==> src/rtl/pulse_voice_pwm_pkg.sv <==
// Shared definitions for the pulse-voice audio stage: duty codes, the
// duty-to-threshold mapping and the PWM top value used after reset.
package audio_pkg;

    localparam int PHASE_W_DEF = 32;
    localparam int ENV_W_DEF   = 9;
    localparam int TOP_W_DEF   = 8;

    localparam logic [7:0] TOP_RESET = 8'hff;

    typedef enum logic [1:0] {
        DUTY_12 = 2'd0,
        DUTY_25 = 2'd1,
        DUTY_50 = 2'd2,
        DUTY_75 = 2'd3
    } duty_e;

    // Threshold in eighths of a cycle: the square is high while the top
    // three phase bits are below this value.
    function automatic logic [2:0] duty_thr(input duty_e duty);
        case (duty)
            DUTY_12: return 3'd1;
            DUTY_25: return 3'd2;
            DUTY_50: return 3'd4;
            default: return 3'd6;
        endcase
    endfunction

endpackage

==> src/rtl/pulse_voice_pwm_if.sv <==
// Channel bundle between the note sequencer (master) and the PWM output
// stage (slave).
interface pulse_voice_pwm_if
    import audio_pkg::*;
#(
    parameter int PHASE_W = 32,
    parameter int ENV_W   = 9,
    parameter int TOP_W   = 8
);

    logic [TOP_W-1:0]   i_top;
    logic               i_top_valid;
    logic [PHASE_W-1:0] i_phase_delta;
    logic [ENV_W-1:0]   i_envelope;
    duty_e              i_duty;
    logic               o_pwm;
    logic               o_period_stb;
    logic [ENV_W-1:0]   o_level;

    modport master (
        output i_top, i_top_valid, i_phase_delta, i_envelope, i_duty,
        input  o_pwm, o_period_stb, o_level
    );

    modport slave (
        input  i_top, i_top_valid, i_phase_delta, i_envelope, i_duty,
        output o_pwm, o_period_stb, o_level
    );

endinterface

==> src/rtl/pulse_voice_pwm_counter.sv <==
// PWM period counter with a shadowed top: a requested top is held pending
// and only takes effect at the counter wrap, so a period is never cut short.
module pwm_period_counter
    import audio_pkg::*;
#(
    parameter int TOP_W = 8
) (
    input  logic             i_clk,
    input  logic             i_rst,
    input  logic [TOP_W-1:0] i_top,
    input  logic             i_top_valid,
    output logic [TOP_W-1:0] o_cnt,
    output logic [TOP_W-1:0] o_top,
    output logic             o_wrap
);

    localparam logic [TOP_W-1:0] TOP_INIT = (TOP_W == 8) ? TOP_W'(TOP_RESET) : '1;

    logic [TOP_W-1:0] cnt_q, cnt_d;
    logic [TOP_W-1:0] top_q, top_d;
    logic [TOP_W-1:0] pend_top_q, pend_top_d;
    logic             pend_valid_q, pend_valid_d;
    logic             wrap;

    assign wrap = (cnt_q == top_q);

    always_comb begin
        cnt_d        = cnt_q + TOP_W'(1);
        top_d        = top_q;
        pend_top_d   = pend_top_q;
        pend_valid_d = pend_valid_q;
        if (wrap) begin
            cnt_d        = '0;
            pend_valid_d = 1'b0;
            // A request arriving on the wrap cycle itself is newer than the shadow.
            if (i_top_valid) begin
                top_d = i_top;
            end else if (pend_valid_q) begin
                top_d = pend_top_q;
            end
        end else if (i_top_valid) begin
            pend_top_d   = i_top;
            pend_valid_d = 1'b1;
        end
    end

    always_ff @(posedge i_clk or posedge i_rst) begin
        if (i_rst) begin
            cnt_q        <= '0;
            top_q        <= TOP_INIT;
            pend_top_q   <= '0;
            pend_valid_q <= 1'b0;
        end else begin
            cnt_q        <= cnt_d;
            top_q        <= top_d;
            pend_top_q   <= pend_top_d;
            pend_valid_q <= pend_valid_d;
        end
    end

    assign o_cnt  = cnt_q;
    assign o_top  = top_q;
    assign o_wrap = wrap;

endmodule

==> src/rtl/pulse_voice_pwm.sv <==
// Per-channel pulse-wave voice: a phase accumulator makes a duty-selectable
// square, which is scaled by the envelope and rendered as 1-bit PWM.
module pulse_voice_pwm
    import audio_pkg::*;
#(
    parameter int PHASE_W = 32,
    parameter int ENV_W   = 9,
    parameter int TOP_W   = 8
) (
    input  logic               i_clk,
    input  logic               i_rst,
    pulse_voice_pwm_if.slave   bus
);

    localparam int CMP_W = (ENV_W > TOP_W) ? ENV_W : TOP_W + 1;

    logic [PHASE_W-1:0] phase_q, phase_d;
    logic [ENV_W-1:0]   level_reg_q, level_reg_d;
    logic               pwm_q, pwm_d;
    logic [TOP_W-1:0]   cnt;
    logic [TOP_W-1:0]   top;
    logic               wrap;
    logic               square;
    logic [ENV_W-1:0]   level;

    pwm_period_counter #(
        .TOP_W (TOP_W)
    ) u_counter (
        .i_clk       (i_clk),
        .i_rst       (i_rst),
        .i_top       (bus.i_top),
        .i_top_valid (bus.i_top_valid),
        .o_cnt       (cnt),
        .o_top       (top),
        .o_wrap      (wrap)
    );

    always_comb begin
        phase_d     = phase_q + bus.i_phase_delta;
        square      = (phase_q[PHASE_W-1 -: 3] < duty_thr(bus.i_duty));
        level       = (square && (bus.i_phase_delta != '0)) ? bus.i_envelope : '0;
        level_reg_d = wrap ? level : level_reg_q;
        // A level beyond the period length keeps the output high for the whole period.
        pwm_d       = (CMP_W'(level_reg_q) > CMP_W'(top)) ||
                      (CMP_W'(cnt) < CMP_W'(level_reg_q));
    end

    always_ff @(posedge i_clk or posedge i_rst) begin
        if (i_rst) begin
            phase_q     <= '0;
            level_reg_q <= '0;
            pwm_q       <= 1'b0;
        end else begin
            phase_q     <= phase_d;
            level_reg_q <= level_reg_d;
            pwm_q       <= pwm_d;
        end
    end

    assign bus.o_pwm        = pwm_q;
    assign bus.o_period_stb = wrap & ~i_rst;
    assign bus.o_level      = level_reg_q;

endmodule

==> src/flat_wrapper.sv <==
// flat-port wrapper written by rule: the top's interface ports become plain ports
module pulse_voice_pwm_flat import audio_pkg::*;
#(
    parameter int PHASE_W = 32,
    parameter int ENV_W   = 9,
    parameter int TOP_W   = 8
)
  (i_clk, i_rst, bus_i_top, bus_i_top_valid, bus_i_phase_delta, bus_i_envelope, bus_i_duty, bus_o_pwm, bus_o_period_stb, bus_o_level);
  pulse_voice_pwm_if #(.PHASE_W(PHASE_W), .ENV_W(ENV_W), .TOP_W(TOP_W)) bus_i ();
  input  logic i_clk;
  input  logic i_rst;
  input wire logic [$bits(bus_i.i_top)-1:0] bus_i_top;
  input wire logic [$bits(bus_i.i_top_valid)-1:0] bus_i_top_valid;
  input wire logic [$bits(bus_i.i_phase_delta)-1:0] bus_i_phase_delta;
  input wire logic [$bits(bus_i.i_envelope)-1:0] bus_i_envelope;
  input wire logic [$bits(bus_i.i_duty)-1:0] bus_i_duty;
  output wire logic [$bits(bus_i.o_pwm)-1:0] bus_o_pwm;
  output wire logic [$bits(bus_i.o_period_stb)-1:0] bus_o_period_stb;
  output wire logic [$bits(bus_i.o_level)-1:0] bus_o_level;
  assign bus_i.i_top = bus_i_top;
  assign bus_i.i_top_valid = bus_i_top_valid;
  assign bus_i.i_phase_delta = bus_i_phase_delta;
  assign bus_i.i_envelope = bus_i_envelope;
  assign bus_i.i_duty = bus_i_duty;
  assign bus_o_pwm = bus_i.o_pwm;
  assign bus_o_period_stb = bus_i.o_period_stb;
  assign bus_o_level = bus_i.o_level;
  pulse_voice_pwm #(.PHASE_W(PHASE_W), .ENV_W(ENV_W), .TOP_W(TOP_W)) u_core (.i_clk(i_clk), .i_rst(i_rst), .bus(bus_i));
endmodule
==> config.mk <==
export PLATFORM = sky130hd
export DESIGN_NAME = pulse_voice_pwm_flat
export DESIGN_NICKNAME = d
export VERILOG_FILES = /design/src/rtl/pulse_voice_pwm_pkg.sv /design/src/rtl/pulse_voice_pwm_if.sv /design/src/rtl/pulse_voice_pwm_counter.sv /design/src/rtl/pulse_voice_pwm.sv /design/src/flat_wrapper.sv
export SDC_FILE = /design/constraint.sdc
export NUM_CORES = 1
export LEC_CHECK = 0
export ABC_CLOCK_PERIOD_IN_PS = 2770
export CORE_ASPECT_RATIO = 0.75
export CORE_MARGIN = 2
export CORE_UTILIZATION = 55
export DETAILED_ROUTE_END_ITERATION = 12
export GPL_ROUTABILITY_DRIVEN = 0
export HOLD_SLACK_MARGIN = 0.08
export PLACE_DENSITY = 0.9
export SYNTH_ARGS = -nofsm -noshare
export SYNTH_HDL_FRONTEND = slang
export SYNTH_SLANG_ARGS = --single-unit
==> constraint.sdc <==
create_clock -name i_clk -period 2.77 [get_ports i_clk]
set_input_delay 0.831 -clock i_clk [delete_from_list [all_inputs] [get_ports i_clk]]
set_output_delay 0.831 -clock i_clk [all_outputs]
set_load 0.005 [all_outputs]
After elaboration in Yosys (flattened, before gate mapping)
Cells that the tools add are included.
{"block": "totals", "regBits": 67, "latchBits": 0, "ramBits": 0, "romBits": 0, "in_bits": 54, "out_inout_bits": 11, "wordCells": 33, "memories": 0}
{"block": "classes", "n_addsub": 2, "n_mul": 0, "n_div": 0, "magnitude_cmp": 3, "n_eq_ne": 3, "n_shift": 0, "mux": 7, "n_bitwise": 3, "n_reduce_logical": 8}
{"op": "32-bit adder", "count": 1}
{"op": "32-bit nonzero test", "count": 1}
{"op": "8-bit two-way mux", "count": 3}
{"op": "9-bit by 8-bit greater-than comparator with 1-bit output", "count": 1}
{"op": "8-bit by 9-bit < comparator with 1-bit output", "count": 1}
{"op": "9-bit two-way mux", "count": 1}
{"op": "3-bit one-hot mux with 3 select lines", "count": 1}
{"op": "8-bit by 1-bit adder with 8-bit output (second input constant)", "count": 1}
{"op": "8-bit == test", "count": 1}
{"op": "2-bit AND reduction", "count": 2}
{"op": "2-bit nonzero test", "count": 2}
{"op": "3-bit < comparator", "count": 1}
{"op": "2-bit by 1-bit == test with 1-bit output (second input constant)", "count": 1}
{"op": "2-bit == test (second input constant)", "count": 1}
{"op": "2-bit logical NOT", "count": 1}
{"op": "1-bit two-way mux", "count": 2}
{"op": "1-bit inverter", "count": 2}
{"op": "1-bit bitwise AND", "count": 1}
{"op": "1-bit logical AND", "count": 1}
{"op": "1-bit logical OR", "count": 1}

Longest topological paths before layout
Gate-level depths: netlist (run 1).
{"block": "depth", "depth_word": 5, "depth_mapped": 9, "depth_no_buf": 9}

Modules after synthesis
Synthesis (run 1) repeated with hierarchy kept, for this count alone.
{"block": "unflattened", "hier_cells": 511, "area_unflattened_um2": 4878.4}
{"mod": "pulse_voice_pwm", "instances": 1, "cells_per_inst": 393, "area_per_inst_um2": 3447.1}
{"mod": "pwm_period_counter", "instances": 1, "cells_per_inst": 118, "area_per_inst_um2": 1431.4}

Worst setup path after synthesis (run 1)
No wires, ideal clock.
{"block": "synth_path", "path_kind": "input to register", "start": "in bus_i_phase_delta[0]", "end": "reg u_core.phase_q[30]", "setup_time_ps": 80, "arrival_time_ps": 2962, "required_time_ps": 2690, "setup_slack_ps": -272, "path_stages": 9, "n_path_buf": 0, "path_cell_list": "ha_1 > fa_1 > a21o_1 > a221oi_4 > o32ai_2 > a2111oi_4 > o21ai_2 > a311oi_2 > xnor2_1"}
{"block": "synth_between", "elab_chain_cells": 1}
{"element": "start, declared", "line_no": "flat_wrapper.sv:14", "text": "input wire logic [$bits(bus_i.i_phase_delta)-1:0] bus_i_phase_delta;"}
{"element": "32-bit adder", "line_no": "pulse_voice_pwm.sv:39", "text": "phase_d = phase_q + bus.i_phase_delta;"}
{"element": "net u_core.phase_d[30]", "line_no": "pulse_voice_pwm.sv:17", "text": "logic [PHASE_W-1:0] phase_q, phase_d;"}
{"element": "end signal, assigned", "line_no": "pulse_voice_pwm.sv:54", "text": "phase_q <= phase_d;"}
{"element": "end, declared", "line_no": "pulse_voice_pwm.sv:17"}
The timed path passes the listed nets, and every way through them passes these cells.
A chain may end at the register's enable or synchronous reset.

Worst setup path in the final report (run 1)
{"block": "layout_path", "start": "in bus_i_phase_delta[13]", "end": "reg u_core.phase_q[30]"}
Same word-level chain as after synthesis.

==> impl_metrics.env, run 1 <==
export IMPL_synthFlopType="dfrtp_1"
export IMPL_data_required_time_at_the_worst_endpoint_ns=3.04
export IMPL_num_antenna_cells=0
export IMPL_power_share_sequential_pct=23.9
export IMPL_detail_route_drc_violations=0
export IMPL_grt_pass1_wl_um=23800
export IMPL_finalCriticalPeriod_ns=2.91
export IMPL_post_cts_clock_slew_at_the_launch_and_capture_registers_of_the_worst_setup_and_hold_paths_ns=0.07
export IMPL_max_cap_violations=0
export IMPL_crit_buf_inv=1
export IMPL_hold_viol_final=0
export IMPL_synth_async_reset_ratio_pct=100
export IMPL_worst_ir_drop_vdd_v=0.000649
export IMPL_postSynthCellCount=446
export IMPL_syn_num_nets=550
export IMPL_grt_util_all_layers_pct=35.5
export IMPL_post_route_worst_setup_slack_ns=-0.140
export IMPL_avg_inst_size_synth_um2=10.1
export IMPL_worst_path_max_delay_cell="clkdlybuf4s50_1"
export IMPL_maximum_number_of_pins_on_one_net_before_global_route_repair=32
export IMPL_die_height_um=82.2
export IMPL_row_count=28
export IMPL_pwr_share_comb_pct=66.0
export IMPL_floorplan_core_area_um2=7920
export IMPL_power_leakage_nw=2.95
export IMPL_clock_tree_buf_depth=2
export IMPL_first_global_vias=4771
export IMPL_finalNetCount=720
export IMPL_clkSinkCount=67
export IMPL_fin_tns_setup_ns=-0.455
export IMPL_avgViaCountPerCell=6.66
export IMPL_wirelength_um=17200
export IMPL_die_w_um=108
export IMPL_netlist_top_cell_by_area="dfrtp_1"
export IMPL_cellInternalPower_mw=4.63
export IMPL_initial_utilization_pct=56.7
export IMPL_global_route_overflow=0
export IMPL_clock_tree_from_tritoncts="yes"
export IMPL_critical_path_top_delay_family="compound AO/OA/AOI/OAI gates"
export IMPL_hold_slack_ns=0.516
export IMPL_worst_slew_margin_rel_pct=47.7
export IMPL_failing_checks="setup timing"
export IMPL_yosys_cell_types_count=54
export IMPL_outcome="complete, but fails checks"
export IMPL_synth_seq_area_share_pct=37.6
export IMPL_cts_inserted_buffers=9
export IMPL_worstHoldPathType="flop to flop"
export IMPL_clock_insertion_delay_worst_skew_ns=0.37
export IMPL_power_density_nw_per_um2=1270
export IMPL_maxClockFrequency_ghz=0.344
export IMPL_setup_repair_after_global_routing_missed_its_margin="true"
export IMPL_synth_enable_flop_cells=0
export IMPL_timing_final_setup_violations=9
export IMPL_dr_pass1_iters=6
export IMPL_worst_ep_arrival_time_ns=3.18
export IMPL_finalCritPeriodShare_pct=105
export IMPL_worst_path_most_repeated_cell="a21oi_1"
export IMPL_synthesis_warning_total=0
export IMPL_clock_power_share_pct=10.1
export IMPL_reg2reg_slack_ns=-0.01
export IMPL_wl_per_cell_um=23.7
export IMPL_post_synth_top_area_fraction_pct=32.9
export IMPL_path_max_fanout=6
export IMPL_synthTopCellsByCount="59 x dfrtp_1, 56 x a21oi_1, 49 x ha_1"
export IMPL_drive_above_1_share_pct=30.4
export IMPL_route_vias_total=4835
export IMPL_synth_seq_cells=67
export IMPL_timing_setup_critical_path_class="input port to flop"
export IMPL_cts_htree_levels=3
export IMPL_critical_path_endpoint_type="flop"
export IMPL_layout_filler_cells=406
export IMPL_clock_root_buffer="clkbuf_8"
export IMPL_worst_pin_slew_ns=0.780
export IMPL_floorplan_die_area_um2=8900
export IMPL_synthMostInstantiatedCell="dfrtp_1"
export IMPL_p_sw_share_pct=44.0
export IMPL_cts_hold_fix_buffers=0
export IMPL_total_switching_power_mw=3.63
export IMPL_synthesized_cell_area_um2=4490
export IMPL_numPortBuffers=64
export IMPL_critPathMaxStageDelay_ns=0.57
export IMPL_worstSetupStartpointType="input port"
export IMPL_synth_area_top_cells="dfrtp_1 33%, ha_1 14%, a21oi_1 6.2%"
export IMPL_dp_hpwl_um=10200
export IMPL_dr_first_iter_drc_count=453
export IMPL_post_place_ws_ns=-0.901
export IMPL_finalClockSkew_ns=0.0142
export IMPL_sequence_of_cells_on_the_critical_path="clkdlybuf4s50_1 -> ha_4 -> a21oi_1 -> o21a_1 -> a21oi_1 -> a2111oi_4 -> o21ai_2 -> a311oi_2 -> xnor2_1"
export IMPL_relative_area_change_from_synthesis_to_final_layout_pct=45.0
export IMPL_slew_viol_final=0
export IMPL_antenna_left=0
export IMPL_grt_antenna_before_repair=0
export IMPL_io_pin_count=65
-- per-layer routing --
metal	vias to the layer above	GRT usage [%]	share of wire (%)
met1	2354	39.9	37
li1	1987	-	-
met5	-	0	0
met4	0	18.2	7.5
met3	138	10.7	8.9
met2	356	61.9	47
-- registers in the layout (all words and copies together), names as in the netlist --
register                       count
u_core.phase_q                    32
u_core.bus.o_level                 9
u_core.u_counter.o_cnt             8
u_core.u_counter.o_top             8
u_core.u_counter.pend_top_q        8
u_core.bus.o_pwm                   1
u_core.u_counter.pend_valid_q      1
-- kinds of logic (layout without fill, tap and decap cells) --
family / after synthesis / after routing / share of synthesized area, %
AO/OA/AOI/OAI: 142 / 142 / 21.3
XOR/XNOR: 44 / 44 / 8.59
adder cells (fa/ha/maj): 50 / 50 / 14.1
buffers and inverters: 34 / 209 / 2.87
flip-flops: 67 / 67 / 37.6
multiplexers: 18 / 18 / 4.24
AND/OR/NAND/NOR: 91 / 91 / 11.2
-- final cells by class --
class	instances	area (µm²)	area share, %
clock buffers	11	131	2.02
clock inverters	5	55.1	0.846
inverters	24	90.1	1.39
multi-input cells	345	2940	45.3
flip-flops and latches	67	1690	26.0
well taps	105	131	2.02
repair buffers	169	1460	22.5
-- worst paths after layout --
kind / cells past startpoint / endpoint / from
max in group asynchronous: 3 / u_core.u_counter.o_top[7] / i_rst
min in group asynchronous: 2 / u_core.bus.o_level[5] / i_rst
hold reg to reg: 1 / u_core.u_counter.pend_top_q[2] / u_core.u_counter.pend_top_q[2]
hold / removal: 1 / u_core.u_counter.pend_top_q[2] / u_core.u_counter.pend_top_q[2]
setup / recovery: 9 / u_core.phase_q[30] / bus_i_phase_delta[13]
setup reg to reg: 9 / u_core.phase_q[30] / u_core.phase_q[0]
-- power by group through the flow --
stage	registers [mW]	clock network, mW	logic, mW
2_1_floorplan	1.75	0	2.78
3_3_place_gp	1.86	0	4.17
3_5_place_dp	1.89	0	4.50
4_1_cts	1.89	0.816	4.81
5_1_grt	1.99	0.877	5.77
6_report	1.97	0.833	5.46
-- layout by cell type (no fill, tap or decap), drive strengths merged, types with 12 or more instances in the layout --
cell	count
a21o	16
a21oi	56
buf	106
clkbuf	12
clkdlybuf4s50	53
dfrtp	59
ha	49
inv	24
nand3	14
nor2	26
o21ai	21
xnor2	24
xor2	20
-- per-stage QoR --
stage / cell area (µm²) / cells / utilization, % / total power, mW
CTS: 6310 / 721 / 79.7 / 7.51
global placement: 5950 / 696 / 75.1 / 6.03
floorplan: 4500 / 446 / - / 4.53
global route: 6500 / 726 / 82.1 / 8.64
detailed placement: 5950 / 696 / 75.1 / 6.38
finish: 6500 / 726 / 82.1 / 8.27
-- repair_timing --
action                     CTS  global route
resized for setup           31            34
setup endpoints to repair   21            13
pin swaps                   22            16
setup buffers                9             5
Note: power is estimated with default switching activity, not from simulation.
==> run 2, diff against run 1 <==
--- a/config.mk
+++ b/config.mk
@@ -7,12 +7,13 @@
 export LEC_CHECK = 0
 export ABC_CLOCK_PERIOD_IN_PS = 2770
 export CORE_ASPECT_RATIO = 0.75
-export CORE_MARGIN = 2
-export CORE_UTILIZATION = 55
+export CORE_MARGIN = 3
+export CORE_UTILIZATION = 56
 export DETAILED_ROUTE_END_ITERATION = 12
 export GPL_ROUTABILITY_DRIVEN = 0
 export HOLD_SLACK_MARGIN = 0.08
 export PLACE_DENSITY = 0.9
 export SYNTH_ARGS = -nofsm -noshare
 export SYNTH_HDL_FRONTEND = slang
+export SYNTH_HIERARCHICAL = 1
 export SYNTH_SLANG_ARGS = --single-unit
==> constraint.sdc (replaced) <==
create_clock -name i_clk -period 2.77 [get_ports i_clk]
set_input_delay 0.4155 -clock i_clk [delete_from_list [all_inputs] [get_ports i_clk]]
set_output_delay 0.4155 -clock i_clk [all_outputs]
set_load 0.005 [all_outputs]
==> impl_metrics.env, run 2 <==
export IMPL_outcome="finished clean"
export IMPL_relative_area_change_from_synthesis_to_final_layout_pct=28.2
export IMPL_power_leakage_nw=2.87
export IMPL_io_pin_count=65
export IMPL_final_cell_mix="64 x clkdlybuf4s50_1, 59 x dfrtp_1, 49 x ha_1"
export IMPL_layout_cells_most_common="clkdlybuf4s50_1"
export IMPL_global_route_overflow=0
export IMPL_hold_slack_ns=0.488
export IMPL_clock_tree_from_tritoncts="yes"
export IMPL_data_required_time_at_the_worst_endpoint_ns=3.00
export IMPL_post_route_util_pct=76.6
export IMPL_power_density_nw_per_um2=947
export IMPL_route_vias_total=4516
export IMPL_registers_top_by_ff_count="u_core/phase_q"
export IMPL_first_global_vias=4619
export IMPL_synthMostInstantiatedCell="dfrtp_1"
export IMPL_dr_first_iter_drc_count=401
export IMPL_cellInternalPower_mw=3.69
export IMPL_slew_viol_final=0
export IMPL_avg_inst_size_synth_um2=9.55
export IMPL_design_power_total_mw=5.92
export IMPL_postSynthCellCount=511
export IMPL_clock_tree_buf_depth=2
export IMPL_synth_area_top_cells="dfrtp_1 30%, ha_1 13%, dfstp_2 4.3%"
export IMPL_timing_final_setup_violations=0
export IMPL_initial_utilization_pct=59.8
export IMPL_synth_async_reset_ratio_pct=100
export IMPL_worstHoldPathType="flop to flop"
export IMPL_path_max_fanout=2
export IMPL_antenna_left=0
export IMPL_worst_slew_margin_rel_pct=58.1
export IMPL_clock_root_buffer="clkbuf_16"
export IMPL_worstSetupStartpointType="input port"
export IMPL_hold_viol_final=0
export IMPL_clock_insertion_delay_worst_skew_ns=0.34
export IMPL_yosys_cell_types_count=62
export IMPL_cts_hold_fix_buffers=0
export IMPL_critical_path_endpoint_type="flop"
export IMPL_total_switching_power_mw=2.23
export IMPL_post_cts_repair_setup_buffers=0
export IMPL_avgViaCountPerCell=6.23
export IMPL_clock_power_share_pct=23.2
export IMPL_synthesis_warning_total=6
export IMPL_syn_num_nets=615
export IMPL_floorplan_core_area_um2=8160
export IMPL_finalClockSkew_ns=0.0116
export IMPL_synth_seq_area_share_pct=34.6
export IMPL_cts_inserted_buffers=9
export IMPL_timing_setup_critical_path_class="input port to flop"
export IMPL_power_share_sequential_pct=23.3
export IMPL_detail_route_drc_violations=0
export IMPL_grt_antenna_before_repair=0
export IMPL_maximum_number_of_pins_on_one_net_before_global_route_repair=43
export IMPL_post_cts_clock_slew_at_the_launch_and_capture_registers_of_the_worst_setup_and_hold_paths_ns=0.06
export IMPL_worst_pin_slew_ns=0.622
export IMPL_drive_above_1_share_pct=16.0
export IMPL_die_w_um=114
export IMPL_num_antenna_cells=0
export IMPL_synth_seq_cells=67
export IMPL_cts_htree_levels=3
export IMPL_dp_hpwl_um=9730
export IMPL_clkSinkCount=67
export IMPL_wl_per_cell_um=18.3
export IMPL_finalCriticalPeriod_ns=2.64
export IMPL_synthTopCellsByCount="59 x dfrtp_1, 49 x ha_1, 41 x inv_1"
export IMPL_max_cap_violations=0
export IMPL_wirelength_um=13300
export IMPL_maxClockFrequency_ghz=0.379
export IMPL_worst_ep_arrival_time_ns=2.87
export IMPL_synth_enable_flop_cells=0
export IMPL_finalNetCount=719
export IMPL_p_sw_share_pct=37.7
export IMPL_pwr_share_comb_pct=53.5
export IMPL_setup_repair_after_global_routing_missed_its_margin="false"
export IMPL_grt_util_all_layers_pct=28.2
export IMPL_cts_repair_resized=0
export IMPL_grt_pass1_wl_um=22200
export IMPL_worst_ir_drop_vdd_v=0.000633
export IMPL_dr_pass1_iters=5
export IMPL_synthesized_cell_area_um2=4880
export IMPL_floorplan_die_area_um2=9880
export IMPL_finalCritPeriodShare_pct=95.3
export IMPL_numPortBuffers=64
export IMPL_netlist_top_cell_by_area="dfrtp_1"
export IMPL_die_height_um=86.8
export IMPL_row_count=28
export IMPL_largest_register_ffs=32
export IMPL_post_synth_top_area_fraction_pct=30.3
export IMPL_synthFlopType="dfrtp_1"
export IMPL_fin_tns_setup_ns=0
==> run 2: cell count changes in the layout (fill, tap and decap cells not counted), moves of 9 or more <==
cell and delta:
clkdlybuf4s50_1 +11, mux2i_1 -9, nand2_1 +13, a21oi_2 -12
o21ai_0 +20, ha_4 -13, ha_1 +13, nand4_1 +12
inv_1 +18, o22ai_1 +10, a22o_1 -10, buf_4 -54
clkbuf_16 +9
==> run 2: metal layers <==
layer	track usage (%)	vias to the layer above	wire length (µm)
li1	-	2082	-
met2	47.6	218	6440
met4	9.49	0	364
met3	7.33	42	935
met5	0	-	0
met1	35.5	2174	5540
==> run 2: worst max-delay path, cell delays in order <==
cell and delay, ns:
clkdlybuf4s50_1 0.43, ha_1 0.25, fa_1 0.41, a21oi_1 0.22
nand4b_1 0.20, nand2_1 0.10, a21o_1 0.21, a41oi_1 0.35
mux2i_1 0.23, nor2_1 0.06
==> run 2: stage by stage <==
step / std cells / area, µm² / setup slack, ns
floorplan: 511 / 4880 / 0.463
global route: 725 / 6250 / 0.0112
finish: 725 / 6250 / 0.130
CTS: 725 / 6250 / 0.168
detailed placement: 709 / 5890 / -0.196
global placement: 709 / 5890 / -0.0261
==> run 2: worst paths after layout <==
kind | start | to | slack, ns | cells after the start
worst min register to register | u_core/phase_q[0] | u_core/phase_q[0] | 0.49 | 1
min in group asynchronous | i_rst | u_core/u_counter/o_cnt[2] | 0.50 | 3
max in group asynchronous | i_rst | u_core/phase_q[26] | 1.78 | 3
worst min-delay path | u_core/phase_q[0] | u_core/phase_q[0] | 0.49 | 1
worst max-delay path | bus_i_phase_delta[0] | u_core/phase_q[16] | 0.13 | 10
worst max register to register | u_core/phase_q[0] | u_core/phase_q[16] | 0.31 | 9
==> run 2: final cells by class <==
class                           count  area, µm²
Multi-Input combinational cell    384       2920
Fill cell                         504       1910
Sequential cell                    67       1690
Timing Repair Buffer              112       1000
Clock buffer                       12        267
Inverter                           41        154
Tap cell                          105        131
Clock inverter                      4       95.1
==> run 2: kinds of logic after synthesis <==
group,after synthesis,synth area share (%)
simple gates,139,15.6
xor+xnor,42,8.77
mux,9,2.67
flops,67,34.6
compound gates,144,19.8
fa+ha+maj,50,13.0
buf+inv,60,5.62
==> run 2: power groups by stage <==
| stage | sequential, mW | clock (mW) | combinational (mW) |
|---|---|---|---|
| global placement | 1.38 | 0 | 2.86 |
| detailed placement | 1.38 | 0 | 3.02 |
| CTS | 1.38 | 1.38 | 3.09 |
| floorplan | 1.35 | 0 | 2.03 |
| finish | 1.38 | 1.37 | 3.17 |
| global route | 1.40 | 1.43 | 3.43 |
